[config.mk]
export PLATFORM = sky130hd
export DESIGN_NAME = mccpu_dataflow
export DESIGN_NICKNAME = d
export VERILOG_FILES = /design/src/rtl/mccpu_dataflow_pkg.sv /design/src/rtl/alu.sv /design/src/rtl/cla32.sv /design/src/rtl/mccu_fsm.sv /design/src/rtl/regfile.sv /design/src/rtl/mccpu_dataflow.sv
export SDC_FILE = /design/constraint.sdc
export NUM_CORES = 2
export LEC_CHECK = 0
export BUFFER_PORTS_ARGS = -buffer_cell sky130_fd_sc_hd__buf_2
export CAP_MARGIN = 10
export CORE_MARGIN = 2
export CORE_UTILIZATION = 35
export CTS_CLUSTER_SIZE = 25
export DETAILED_ROUTE_END_ITERATION = 6
export PLACE_DENSITY = 0.49
export SLEW_MARGIN = 20
export SYNTH_ARGS = -nofsm -noshare
export SYNTH_HDL_FRONTEND = slang
export SYNTH_SLANG_ARGS = --single-unit
[constraint.sdc]
create_clock -name clock -period 46.8 [get_ports clock]
set_input_delay 2.34 -clock clock [delete_from_list [all_inputs] [get_ports clock]]
set_output_delay 2.34 -clock clock [all_outputs]
set_load 0.005 [all_outputs]
[src/rtl/mccpu_dataflow_pkg.sv]
// mccpu_dataflow shared definitions
// opcodes, functs, FSM states, ALU and PC-select codes
package mccpu_dataflow_pkg;

  typedef enum logic [2:0] {
    S_IF   = 3'd0,
    S_ID   = 3'd1,
    S_EX   = 3'd2,
    S_MEM  = 3'd3,
    S_WB   = 3'd4,
    S_TRAP = 3'd7
  } state_e;

  localparam logic [3:0] ALU_ADD = 4'd0;
  localparam logic [3:0] ALU_SUB = 4'd1;
  localparam logic [3:0] ALU_AND = 4'd2;
  localparam logic [3:0] ALU_OR  = 4'd3;
  localparam logic [3:0] ALU_XOR = 4'd4;
  localparam logic [3:0] ALU_SLT = 4'd5;
  localparam logic [3:0] ALU_SLL = 4'd6;
  localparam logic [3:0] ALU_SRL = 4'd7;
  localparam logic [3:0] ALU_SRA = 4'd8;
  localparam logic [3:0] ALU_LUI = 4'd9;

  localparam logic [1:0] PC_INC = 2'd0;
  localparam logic [1:0] PC_JMP = 2'd1;
  localparam logic [1:0] PC_A   = 2'd2;
  localparam logic [1:0] PC_BR  = 2'd3;

  localparam logic [5:0] OP_R    = 6'h00;
  localparam logic [5:0] OP_J    = 6'h02;
  localparam logic [5:0] OP_JAL  = 6'h03;
  localparam logic [5:0] OP_BEQ  = 6'h04;
  localparam logic [5:0] OP_BNE  = 6'h05;
  localparam logic [5:0] OP_ADDI = 6'h08;
  localparam logic [5:0] OP_ANDI = 6'h0C;
  localparam logic [5:0] OP_ORI  = 6'h0D;
  localparam logic [5:0] OP_XORI = 6'h0E;
  localparam logic [5:0] OP_LUI  = 6'h0F;
  localparam logic [5:0] OP_LW   = 6'h23;
  localparam logic [5:0] OP_SW   = 6'h2B;

  localparam logic [5:0] F_SLL = 6'h00;
  localparam logic [5:0] F_SRL = 6'h02;
  localparam logic [5:0] F_SRA = 6'h03;
  localparam logic [5:0] F_JR  = 6'h08;
  localparam logic [5:0] F_ADD = 6'h20;
  localparam logic [5:0] F_SUB = 6'h22;
  localparam logic [5:0] F_AND = 6'h24;
  localparam logic [5:0] F_OR  = 6'h25;
  localparam logic [5:0] F_XOR = 6'h26;
  localparam logic [5:0] F_SLT = 6'h2A;

endpackage

[src/rtl/alu.sv]
// 32-bit ALU, wrapping arithmetic
// shifts take the amount from a[4:0]
module alu
  import mccpu_dataflow_pkg::*;
(
  input  logic [31:0] a,
  input  logic [31:0] b,
  input  logic [3:0]  aluc,
  output logic [31:0] y
);
  always_comb begin
    y = '0;
    unique case (aluc)
      ALU_ADD: y = a + b;
      ALU_SUB: y = a - b;
      ALU_AND: y = a & b;
      ALU_OR:  y = a | b;
      ALU_XOR: y = a ^ b;
      ALU_SLT: y = {31'b0, $signed(a) < $signed(b)};
      ALU_SLL: y = b << a[4:0];
      ALU_SRL: y = b >> a[4:0];
      ALU_SRA: y = $signed(b) >>> a[4:0];
      ALU_LUI: y = {b[15:0], 16'b0};
      default: y = '0;
    endcase
  end
endmodule

[src/rtl/cla32.sv]
// 32-bit carry-lookahead adder
// used for PC+4 and branch target
module cla32 (
  input  logic [31:0] a,
  input  logic [31:0] b,
  input  logic        ci,
  output logic [31:0] s
);
  logic [31:0] g, p, c;

  always_comb begin
    g = a & b;
    p = a ^ b;
    c = '0;
    c[0] = ci;
    for (int i = 0; i < 31; i++)
      c[i+1] = g[i] | (p[i] & c[i]);
    s = p ^ c;
  end
endmodule

[src/rtl/mccu_fsm.sv]
// multicycle control: state register,
// next-state logic and instruction decode
module mccu_fsm
  import mccpu_dataflow_pkg::*;
#(
  parameter int MEM_TIMEOUT = 0,
  parameter int TW          = 8
) (
  input  logic          clock,
  input  logic          reset,
  input  logic [5:0]    op,
  input  logic [5:0]    funct,
  input  logic          mem_ready,
  input  logic          eq,
  input  logic          misalign,
  input  logic [TW-1:0] wcnt,
  output logic [2:0]    state,
  output logic [3:0]    aluc,
  output logic          use_shamt,
  output logic          use_imm,
  output logic          zext,
  output logic          wr_rt,
  output logic          is_load,
  output logic          is_store,
  output logic          is_jal,
  output logic          pc_we,
  output logic [1:0]    pc_sel,
  output logic          rf_we
);
  state_e cur, nxt;
  logic legal, is_j, is_jr, is_br, is_bne, tmo;

  always_ff @(posedge clock or posedge reset)
    if (reset) cur <= S_IF;
    else       cur <= nxt;

  assign state = cur;
  assign tmo = (MEM_TIMEOUT != 0) && !mem_ready
            && (wcnt == TW'(MEM_TIMEOUT - 1));

  always_comb begin
    aluc = ALU_ADD; use_shamt = 1'b0;
    use_imm = 1'b0; zext = 1'b0; wr_rt = 1'b0;
    is_load = 1'b0; is_store = 1'b0;
    is_jal = 1'b0; is_j = 1'b0; is_jr = 1'b0;
    is_br = 1'b0; is_bne = 1'b0; legal = 1'b1;
    unique case (op)
      OP_R: unique case (funct)
        F_ADD: aluc = ALU_ADD;
        F_SUB: aluc = ALU_SUB;
        F_AND: aluc = ALU_AND;
        F_OR:  aluc = ALU_OR;
        F_XOR: aluc = ALU_XOR;
        F_SLT: aluc = ALU_SLT;
        F_SLL: begin aluc = ALU_SLL; use_shamt = 1'b1; end
        F_SRL: begin aluc = ALU_SRL; use_shamt = 1'b1; end
        F_SRA: begin aluc = ALU_SRA; use_shamt = 1'b1; end
        F_JR:  is_jr = 1'b1;
        default: legal = 1'b0;
      endcase
      OP_J:    is_j = 1'b1;
      OP_JAL:  is_jal = 1'b1;
      OP_BEQ:  is_br = 1'b1;
      OP_BNE:  begin is_br = 1'b1; is_bne = 1'b1; end
      OP_ADDI: begin use_imm = 1'b1; wr_rt = 1'b1; end
      OP_ANDI: begin aluc = ALU_AND; use_imm = 1'b1; zext = 1'b1; wr_rt = 1'b1; end
      OP_ORI:  begin aluc = ALU_OR;  use_imm = 1'b1; zext = 1'b1; wr_rt = 1'b1; end
      OP_XORI: begin aluc = ALU_XOR; use_imm = 1'b1; zext = 1'b1; wr_rt = 1'b1; end
      OP_LUI:  begin aluc = ALU_LUI; use_imm = 1'b1; zext = 1'b1; wr_rt = 1'b1; end
      OP_LW:   begin use_imm = 1'b1; wr_rt = 1'b1; is_load = 1'b1; end
      OP_SW:   begin use_imm = 1'b1; is_store = 1'b1; end
      default: legal = 1'b0;
    endcase
  end

  always_comb begin
    nxt = cur;
    pc_we = 1'b0;
    pc_sel = PC_INC;
    rf_we = 1'b0;
    unique case (cur)
      S_IF:
        if (mem_ready) begin
          nxt = S_ID; pc_we = 1'b1;
        end else if (tmo) nxt = S_TRAP;
      S_ID:
        if (!legal) nxt = S_TRAP;
        else if (is_j || is_jal) begin
          nxt = S_IF; pc_we = 1'b1;
          pc_sel = PC_JMP; rf_we = is_jal;
        end else nxt = S_EX;
      S_EX:
        if (is_jr) begin
          nxt = S_IF; pc_we = 1'b1; pc_sel = PC_A;
        end else if (is_br) begin
          nxt = S_IF; pc_we = eq ^ is_bne; pc_sel = PC_BR;
        end else if (is_load || is_store)
          nxt = misalign ? S_TRAP : S_MEM;
        else nxt = S_WB;
      S_MEM:
        if (mem_ready) nxt = is_store ? S_IF : S_WB;
        else if (tmo) nxt = S_TRAP;
      S_WB: begin rf_we = 1'b1; nxt = S_IF; end
      S_TRAP: nxt = S_TRAP;
      default: nxt = S_TRAP;
    endcase
  end
endmodule

[src/rtl/regfile.sv]
// 32x32 register file, two read ports
// r0 is hardwired to zero; clrn clears all
module regfile (
  input  logic        clk,
  input  logic        clrn,
  input  logic [4:0]  rna,
  input  logic [4:0]  rnb,
  output logic [31:0] qa,
  output logic [31:0] qb,
  input  logic        we,
  input  logic [4:0]  wn,
  input  logic [31:0] d
);
  logic [31:0] rf [0:31];

  assign qa = (rna == 5'd0) ? 32'd0 : rf[rna];
  assign qb = (rnb == 5'd0) ? 32'd0 : rf[rnb];

  always_ff @(posedge clk or negedge clrn) begin
    if (!clrn) begin
      for (int i = 0; i < 32; i++) rf[i] <= '0;
    end else if (we && wn != 5'd0) begin
      rf[wn] <= d;
    end
  end
endmodule

[src/rtl/mccpu_dataflow.sv]
// multicycle MIPS-subset datapath
// single shared memory port with ready handshake
module mccpu_dataflow
  import mccpu_dataflow_pkg::*;
#(
  parameter logic [31:0] RESET_PC    = 32'h0000_0000,
  parameter int          MEM_TIMEOUT = 0,
  parameter int          TW          = 8
) (
  input  logic        clock,
  input  logic        reset,
  output logic        mem_req,
  output logic        mem_we,
  output logic [31:0] mem_addr,
  output logic [31:0] mem_wdata,
  input  logic [31:0] mem_rdata,
  input  logic        mem_ready,
  output logic [31:0] pc,
  output logic [2:0]  state,
  output logic        trap
);
  logic [31:0] ir, a, b, aluout, mdr, pc_r;
  logic [31:0] qa, qb, pc_inc, br_tgt, pc_next;
  logic [31:0] imm_ext, alu_a, alu_b, alu_y, wd, addr_raw;
  logic [TW-1:0] wcnt;
  logic [4:0] wn;
  logic [3:0] aluc;
  logic [1:0] pc_sel;
  logic use_shamt, use_imm, zext, wr_rt;
  logic is_load, is_store, is_jal, pc_we, rf_we, waiting;

  mccu_fsm #(.MEM_TIMEOUT(MEM_TIMEOUT), .TW(TW)) u_fsm (
    .clock(clock), .reset(reset),
    .op(ir[31:26]), .funct(ir[5:0]),
    .mem_ready(mem_ready), .eq(a == b),
    .misalign(alu_y[1:0] != 2'b00), .wcnt(wcnt),
    .state(state), .aluc(aluc),
    .use_shamt(use_shamt), .use_imm(use_imm),
    .zext(zext), .wr_rt(wr_rt),
    .is_load(is_load), .is_store(is_store),
    .is_jal(is_jal), .pc_we(pc_we),
    .pc_sel(pc_sel), .rf_we(rf_we)
  );

  assign imm_ext = zext ? {16'b0, ir[15:0]}
                        : {{16{ir[15]}}, ir[15:0]};
  assign alu_a = use_shamt ? {27'b0, ir[10:6]} : a;
  assign alu_b = use_imm ? imm_ext : b;

  cla32 u_inc (.a(pc_r), .b(32'd4), .ci(1'b0), .s(pc_inc));
  cla32 u_br (
    .a(pc_r), .b({{14{ir[15]}}, ir[15:0], 2'b00}),
    .ci(1'b0), .s(br_tgt)
  );

  alu u_alu (.a(alu_a), .b(alu_b), .aluc(aluc), .y(alu_y));

  // jal writes r31 from ID, where pc already holds the return address
  assign wn = is_jal ? 5'd31 : (wr_rt ? ir[20:16] : ir[15:11]);
  assign wd = is_jal ? pc_r : (is_load ? mdr : aluout);

  regfile u_rf (
    .clk(clock), .clrn(~reset),
    .rna(ir[25:21]), .rnb(ir[20:16]),
    .qa(qa), .qb(qb),
    .we(rf_we), .wn(wn), .d(wd)
  );

  always_comb begin
    pc_next = pc_inc;
    unique case (pc_sel)
      PC_JMP:  pc_next = {pc_r[31:28], ir[25:0], 2'b00};
      PC_A:    pc_next = a;
      PC_BR:   pc_next = aluout;
      default: pc_next = pc_inc;
    endcase
  end

  assign waiting = (state == S_IF || state == S_MEM) && !mem_ready;

  always_ff @(posedge clock or posedge reset) begin
    if (reset) begin
      pc_r <= RESET_PC; ir <= '0; a <= '0; b <= '0;
      aluout <= '0; mdr <= '0; wcnt <= '0;
    end else begin
      if (pc_we) pc_r <= pc_next;
      if (state == S_IF && mem_ready) ir <= mem_rdata;
      if (state == S_ID) begin
        a <= qa; b <= qb; aluout <= br_tgt;
      end
      if (state == S_EX) aluout <= alu_y;
      if (state == S_MEM && mem_ready) mdr <= mem_rdata;
      wcnt <= waiting ? wcnt + 1'b1 : '0;
    end
  end

  assign addr_raw  = (state == S_MEM) ? aluout : pc_r;
  assign mem_addr  = {addr_raw[31:2], 2'b00};
  assign mem_req   = ~reset & (state == S_IF || state == S_MEM);
  assign mem_we    = mem_req & (state == S_MEM) & is_store;
  assign mem_wdata = b;
  assign pc        = pc_r;
  assign trap      = (state == S_TRAP);
endmodule

Yosys cells after proc, flatten, opt, wreduce, memory -nomap -nowiden --
Index checks and enable logic that the tools add are counted.
Operators by class: add/sub/neg operators 2, $lt $le $gt $ge 5, equality and inequality tests 40, shift operators 3, multiplexer cells 64, bitwise operators 105, reductions and logical operators 25
Operators by type and width (number):
- bitwise mux 1024 bit | 1
- 2-to-1 mux 32 bit | 15
- binary-select mux 32 bit (select 5 bit) | 2
- one-hot mux 32 bit (10 select lines) | 1
- demux 32 bit (select 5 bit) | 1
- bitwise XOR 32 bit | 4
- one-hot mux 32 bit (3 select lines) | 1
- bitwise AND 1 bit | 61
- equality test 6 bit (second input constant) | 8
- equality test 6 x 4 -> 1 bit (second input constant) | 6
- adder 32 bit | 1
- bitwise AND 32 bit | 1
- equality test 32 bit | 1
- < comparator 32 bit | 1
- OR 32 bit | 1
- one-hot mux 4 bit (8 select lines) | 1
- left shift 32 x 5 -> 32 bit | 1
- right shift 32 x 5 -> 32 bit | 1
- >>> shifter 32 x 5 -> 32 bit | 1
- subtractor 32 bit | 1
- bitwise AND 31 bit | 1
- OR 1 bit | 30
- equality test 6 x 2 -> 1 bit (second input constant) | 4
- 2-to-1 mux 3 bit | 8
- other kinds (40) | 91
Storage, ports and cells: register bits after elaboration 1219, output and inout port bits 102

Longest topological paths before layout --
depth after elaboration 64, mapped depth 34, depth with buffers taken out 34

Modules after synthesis --
A second synthesis with hierarchy kept.
Second synthesis, totals: cell total of the unflattened synthesis 6011, area total of the unflattened synthesis 76362.0 um2
Modules (own cells, without submodules):
- regfile | instances 1, cells an instance 3613, area each 54931.4 um2, seq. area each 25624.6 um2
- mccpu_dataflow | instances 1, cells an instance 945, area each 10659.0 um2, seq. area each 5004.8 um2
- alu | instances 1, cells an instance 1286, area each 8828.5 um2, seq. area each 0.0 um2
- cla32 | instances 2, cells an instance 37, area each 663.1 um2, seq. area each 0.0 um2
- mccu_fsm | instances 1, cells an instance 93, area each 616.8 um2, seq. area each 75.1 um2

Least setup slack after synthesis --
No wires, ideal clock.
kind register -> register, from register pc_r[2], in the netlist pc[2], to register aluout[31], setup time 0.086 ns, arrival 11.855 ns, data required time 46.714 ns, slack 34.860 ns, stages on the path, launching flop included 35, buffers on the path 0, clock period less this slack 11.940 ns, cell sequence dfrtp_1 > ha_1 > fa_1 > fa_1 > fa_1 > fa_1 > fa_1 > fa_1 > fa_1 > fa_1 > fa_1 > fa_1 > fa_1 > fa_1 > fa_1 > fa_1 > fa_1 > fa_1 > fa_1 > fa_1 > fa_1 > fa_1 > fa_1 > fa_1 > fa_1 > fa_1 > fa_1 > fa_1 > fa_1 > fa_1 > xor2_1 > xnor2_1 > nor2_1 > a21oi_1 > a32oi_1
On the way: longest elaborated chain between the ends 62, elaborated cells on any way between the ends 63
RTL lines:
- start: declaration | RTL line mccpu_dataflow.sv:22 | logic [31:0] ir, a, b, aluout, mdr, pc_r;
- start signal: assignment | RTL line mccpu_dataflow.sv:86 | if (pc_we) pc_r <= pc_next;
- bitwise XOR 32 bit | RTL line cla32.sv:13 | p = a ^ b;
- bitwise AND 1 bit | RTL line cla32.sv:17 | c[i+1] = g[i] | (p[i] & c[i]);
- OR 1 bit * | RTL line cla32.sv:17
- bitwise AND 1 bit * | RTL line cla32.sv:17
- OR 1 bit * | RTL line cla32.sv:17
- bitwise AND 1 bit * | RTL line cla32.sv:17
- OR 1 bit * | RTL line cla32.sv:17
- bitwise AND 1 bit * | RTL line cla32.sv:17
- (+46 left out)
- OR 1 bit * | RTL line cla32.sv:17
- bitwise AND 1 bit * | RTL line cla32.sv:17
- OR 1 bit * | RTL line cla32.sv:17
- bitwise AND 1 bit * | RTL line cla32.sv:17
- OR 1 bit * | RTL line cla32.sv:17
- bitwise XOR 32 bit * | RTL line cla32.sv:18 | s = p ^ c;
- 2-to-1 mux 32 bit * | RTL line mccpu_dataflow.sv:88 | if (state == S_ID) begin
- 2-to-1 mux 32 bit * | RTL line mccpu_dataflow.sv:91 | if (state == S_EX) aluout <= alu_y;
- end signal: assignment | RTL line mccpu_dataflow.sv:89 | a <= qa; b <= qb; aluout <= br_tgt;
- end signal: assignment | RTL line mccpu_dataflow.sv:91
- end: declaration | RTL line mccpu_dataflow.sv:22
Every way passes the cells marked *; elsewhere a longest branch is shown, timed or not. The select of a mux whose other input is x is not followed. A chain may end at the register's enable or synchronous reset.

Worst setup path after layout --
from register ir[0], to register aluout[31]
On the way: longest elaborated chain between the ends 62, elaborated cells on any way between the ends 98
RTL lines:
- start: declaration | RTL line mccpu_dataflow.sv:22
- start signal: assignment | RTL line mccpu_dataflow.sv:87 | if (state == S_IF && mem_ready) ir <= mem_rdata;
- bitwise XOR 32 bit | RTL line cla32.sv:13
- bitwise AND 1 bit | RTL line cla32.sv:17
- OR 1 bit | RTL line cla32.sv:17
- bitwise AND 1 bit | RTL line cla32.sv:17
- OR 1 bit | RTL line cla32.sv:17
- bitwise AND 1 bit | RTL line cla32.sv:17
- OR 1 bit | RTL line cla32.sv:17
- bitwise AND 1 bit | RTL line cla32.sv:17
- (+46 left out)
- OR 1 bit | RTL line cla32.sv:17
- bitwise AND 1 bit | RTL line cla32.sv:17
- OR 1 bit | RTL line cla32.sv:17
- bitwise AND 1 bit | RTL line cla32.sv:17
- OR 1 bit | RTL line cla32.sv:17
- bitwise XOR 32 bit | RTL line cla32.sv:18
- 2-to-1 mux 32 bit | RTL line mccpu_dataflow.sv:88
- 2-to-1 mux 32 bit * | RTL line mccpu_dataflow.sv:91
Marked as above.

==> impl_metrics.yaml <==
timing:
  rsz0062_at_grt: "false"
  max-slew-margin-rel_pct: 15.9
  worstMarginPinSlew_ns: 1.23
  fmax_mhz: 75.2
  slew_violations: 0
  post-route-period-util_pct: 28.4
  setup_viol: 0
  skew_ns: 0.0306
  hold_violations: 0
  period_minus_slack_ns: 13.30
  fin_setup_tns_ns: 0
worst_hold_path:
  hold_path_class: "reg2reg"
  min-delay-start: "u_rf.rf[993]"
  min_to: "u_rf.rf[993]"
  holdPathStages: 0
clock_tree:
  tritoncts: "done"
  cts.path.max_buffers: 3
  cts_setup_buffers: 0
  hold_buffers: 0
  numCtsBuffers: 146
  clock-sinks: 1219
  post_cts_resize_count: 0
  cts.reportedPaths.clkPinSlew_ns: 0.07
  htree_num_levels: 4
  clkLatencyLatePin_ns: 0.83
  clockRootBuffer: "clkbuf_16"
yosys:
  synthFlopType: "dfrtp_1"
  ys_seq_area_share_pct: 42.0
  syn_inst: 7756
  syn_avg_cell_area_um2: 9.37
  yosys_warnings: 0
  syn_area_um2: 72700
  synth_async_sr_flop_share_pct: 100
  synth_edf_count: 0
  ys_ff_latch: 1219
  yosys.cell_types.count: 86
run:
  max_cap_violations: 0
detailed_routing:
  vias_per_cell: 6.00
  wl_per_cell_um: 30.5
  drtAntennaViolNets: 0
  drt-total-wl_mm: 315
  post-route-drc-count: 0
  dr.pass1.iters: 6
  via_count: 61900
  drt_iter0_drc: 5867
cells_and_area:
  stdcell_count: 10300
  drive_gt1_share_pct: 15.3
  n_fill_cell: 20400
  nets: 7689
  fin_area_um2: 81000
  area_delta_synth_final_pct: 11.5
global_routing:
  grt_usage_pct: 29.4
  grt_start_max_net_pins: 180
  grt_pass1_vias: 60400
  antenna_found_initial: 13
  grt_pass1_wl_mm: 452
  grt_overflow_total: 0
floorplanning:
  die_area_um2: 211000
  core.rowCount: 167
  start_util_pct: 35.2
  core_um2: 207000
  die_h_um: 460
  ios: 137
  die_w_um: 460
setup_path:
  cp-end-kind: "flip-flop"
  cpPeakStageDelay_ns: 0.53
  arrival_ns: 13.98
  worstSetupPathType: "reg2reg"
  critPathSlowestCell: "dfrtp_1"
  cpMostUsedCell: "fa_1"
  start_kind: "flip-flop"
  rr_startpoint: "ir[0]"
  worstPathRequired_ns: 47.48
  worst-r2r-setup-slack_ns: 33.50
  reg2reg_to: "aluout[31]"
  crit_fanout: 12
  reg2reg_depth: 34
placed_design:
  place_congestion: 1.01
  place_area_um2: 76100
  port_buffers: 134
  post-dp-hpwl_mm: 198
  dp_cells: 10100
pwr:
  p_per_area_nw_per_um2: 29.9
  cellLeakagePower_nw: 33.7
  p_total_mw: 2.42
  irDropWorstVdd_mv: 0.0315
outcome:
  outcome: "complete, no violations"
worst max-delay path by stage:
stage | end | slack (ns) | startpoint | cells past startpoint
5_1_grt | aluout[31] | 33.17 | ir[0] | 34
4_1_cts | aluout[31] | 33.59 | ir[0] | 34
6_report | aluout[31] | 33.50 | ir[0] | 34
2_1_floorplan | a[0] | 10.11 | reset | 1
3_5_place_dp | aluout[31] | 33.61 | ir[0] | 34
3_3_place_gp | aluout[31] | 33.64 | ir[0] | 34
where the power goes:
group,internal [mW],switching (mW)
clock,0.665,0.493
combinational,0.0543,0.136
sequential,1.06,0.0131
cells in the mapped netlist, types with 7 or more instances:
master / count / area [um^2]
mux4_2: 268 / 6040
a211oi_1: 33 / 248
inv_1: 129 / 484
a21o_1: 9 / 67.6
nand3_1: 97 / 485
o211ai_1: 28 / 210
a22oi_1: 12 / 90.1
nand4_1: 9 / 56.3
and3_1: 10 / 62.6
o21a_1: 13 / 97.6
o31ai_1: 9 / 67.6
or3_1: 10 / 62.6
a2111oi_0: 10 / 87.6
buf_2: 16 / 80.1
clkbuf_1: 606 / 2270
o21ai_0: 1345 / 6730
dfrtp_1: 1219 / 30500
nand2b_1: 15 / 93.8
nor3_1: 108 / 541
and2_1: 7 / 43.8
a32oi_1: 22 / 193
o21bai_1: 12 / 90.1
nor4_1: 18 / 113
a221o_1: 7 / 70.1
mux2i_1: 616 / 6170
mux2_2: 226 / 2540
a221oi_1: 12 / 105
buf_1: 98 / 368
nor2b_1: 18 / 113
ha_1: 126 / 1580
xnor2_1: 15 / 131
xor2_1: 38 / 333
fa_1: 30 / 601
nor2_1: 247 / 927
o221ai_1: 142 / 1240
a31oi_1: 30 / 188
a21oi_1: 480 / 2400
nand2_1: 1404 / 5270
o22ai_1: 161 / 1010
o31a_1: 7 / 61.3
state kept, by name, summed over array words and instances, names as in the netlist:
name / flops
a: 32
aluout: 32
ir: 32
mdr: 32
mem_wdata: 32
pc: 32
u_fsm.state: 3
u_rf.rf: 1024
area by class of cell:
type | instances | area, um^2 | area share, %
diodes | 6 | 15.0 | 0.0185
clock buffers | 215 | 4270 | 5.28
clock inverters | 45 | 542 | 0.669
inverters | 132 | 508 | 0.627
multi-input cells | 5679 | 39600 | 48.8
flip-flops and latches | 1219 | 30500 | 37.7
well taps | 2704 | 3380 | 4.18
repair buffers | 320 | 2180 | 2.69
routing by layer:
| metal | vias up | routed length, um | track usage (%) |
|---|---|---|---|
| li1 | 27400 | - | - |
| met1 | 31500 | 135000 | 39.9 |
| met2 | 2460 | 143000 | 46.2 |
| met3 | 548 | 23500 | 5.79 |
| met4 | 6 | 13500 | 11.8 |
| met5 | - | 32 | 0 |
cell families (layout without fill, tap and decap cells):
logic type / count (synthesis) / in the layout / synth area share, %
AOI/OAI and AO/OA: 2391 / 2391 / 18.6
and+or+nand+nor: 1966 / 1966 / 11.0
DFF: 1219 / 1219 / 42.0
muxes: 1111 / 1111 / 20.3
buffers and inverters: 859 / 712 / 4.53
adders and majority gates: 156 / 156 / 3.00
xor gates and xnor gates: 53 / 53 / 0.639
other: 1 / 8 / 0.00516
layout by cell type, fill, tap and decap left out, types with 13 or more instances in the layout:
master and instances:
xnor2_1 15, dfrtp_1 1209, nand3_1 95, a31oi_1 30, xor2_1 38, o221ai_1 142, nor4_1 17, mux4_2 268
o211ai_1 28, nor3_1 101, fa_1 30, ha_1 126, buf_4 177, inv_1 127, mux2_2 226, o22ai_1 161
mux2i_1 610, nor2b_1 15, a21oi_2 24, nand2_4 28, nand2_1 1373, a32oi_1 22, buf_2 134, clkbuf_1 34
clkbuf_8 34, clkbuf_16 147, o21a_1 13, clkinv_2 21, nor2_1 245, o21ai_0 1343, a211oi_1 33, a21oi_1 447
metrics by stage:
stage / hold slack (ns) / setup WS [ns] / util, %
detailed placement: 0.388 / 33.61 / 36.8
CTS: 0.400 / 33.59 / 39.2
floorplan: 0.449 / 10.11 / -
global route: 0.407 / 33.17 / 39.2
global placement: 0.384 / 33.64 / 36.8
finish: 0.400 / 33.50 / 39.2
critical path: cells and delay by family (launching register included):
kind,cells,cell delay (ns)
flip-flops,1,0.53
AND/OR/NAND/NOR,1,0.06
XOR/XNOR,2,0.39
adder cells (fa/ha/maj),29,11.90
AO/OA/AOI/OAI,2,0.25
(Power assumes the default switching activity.)
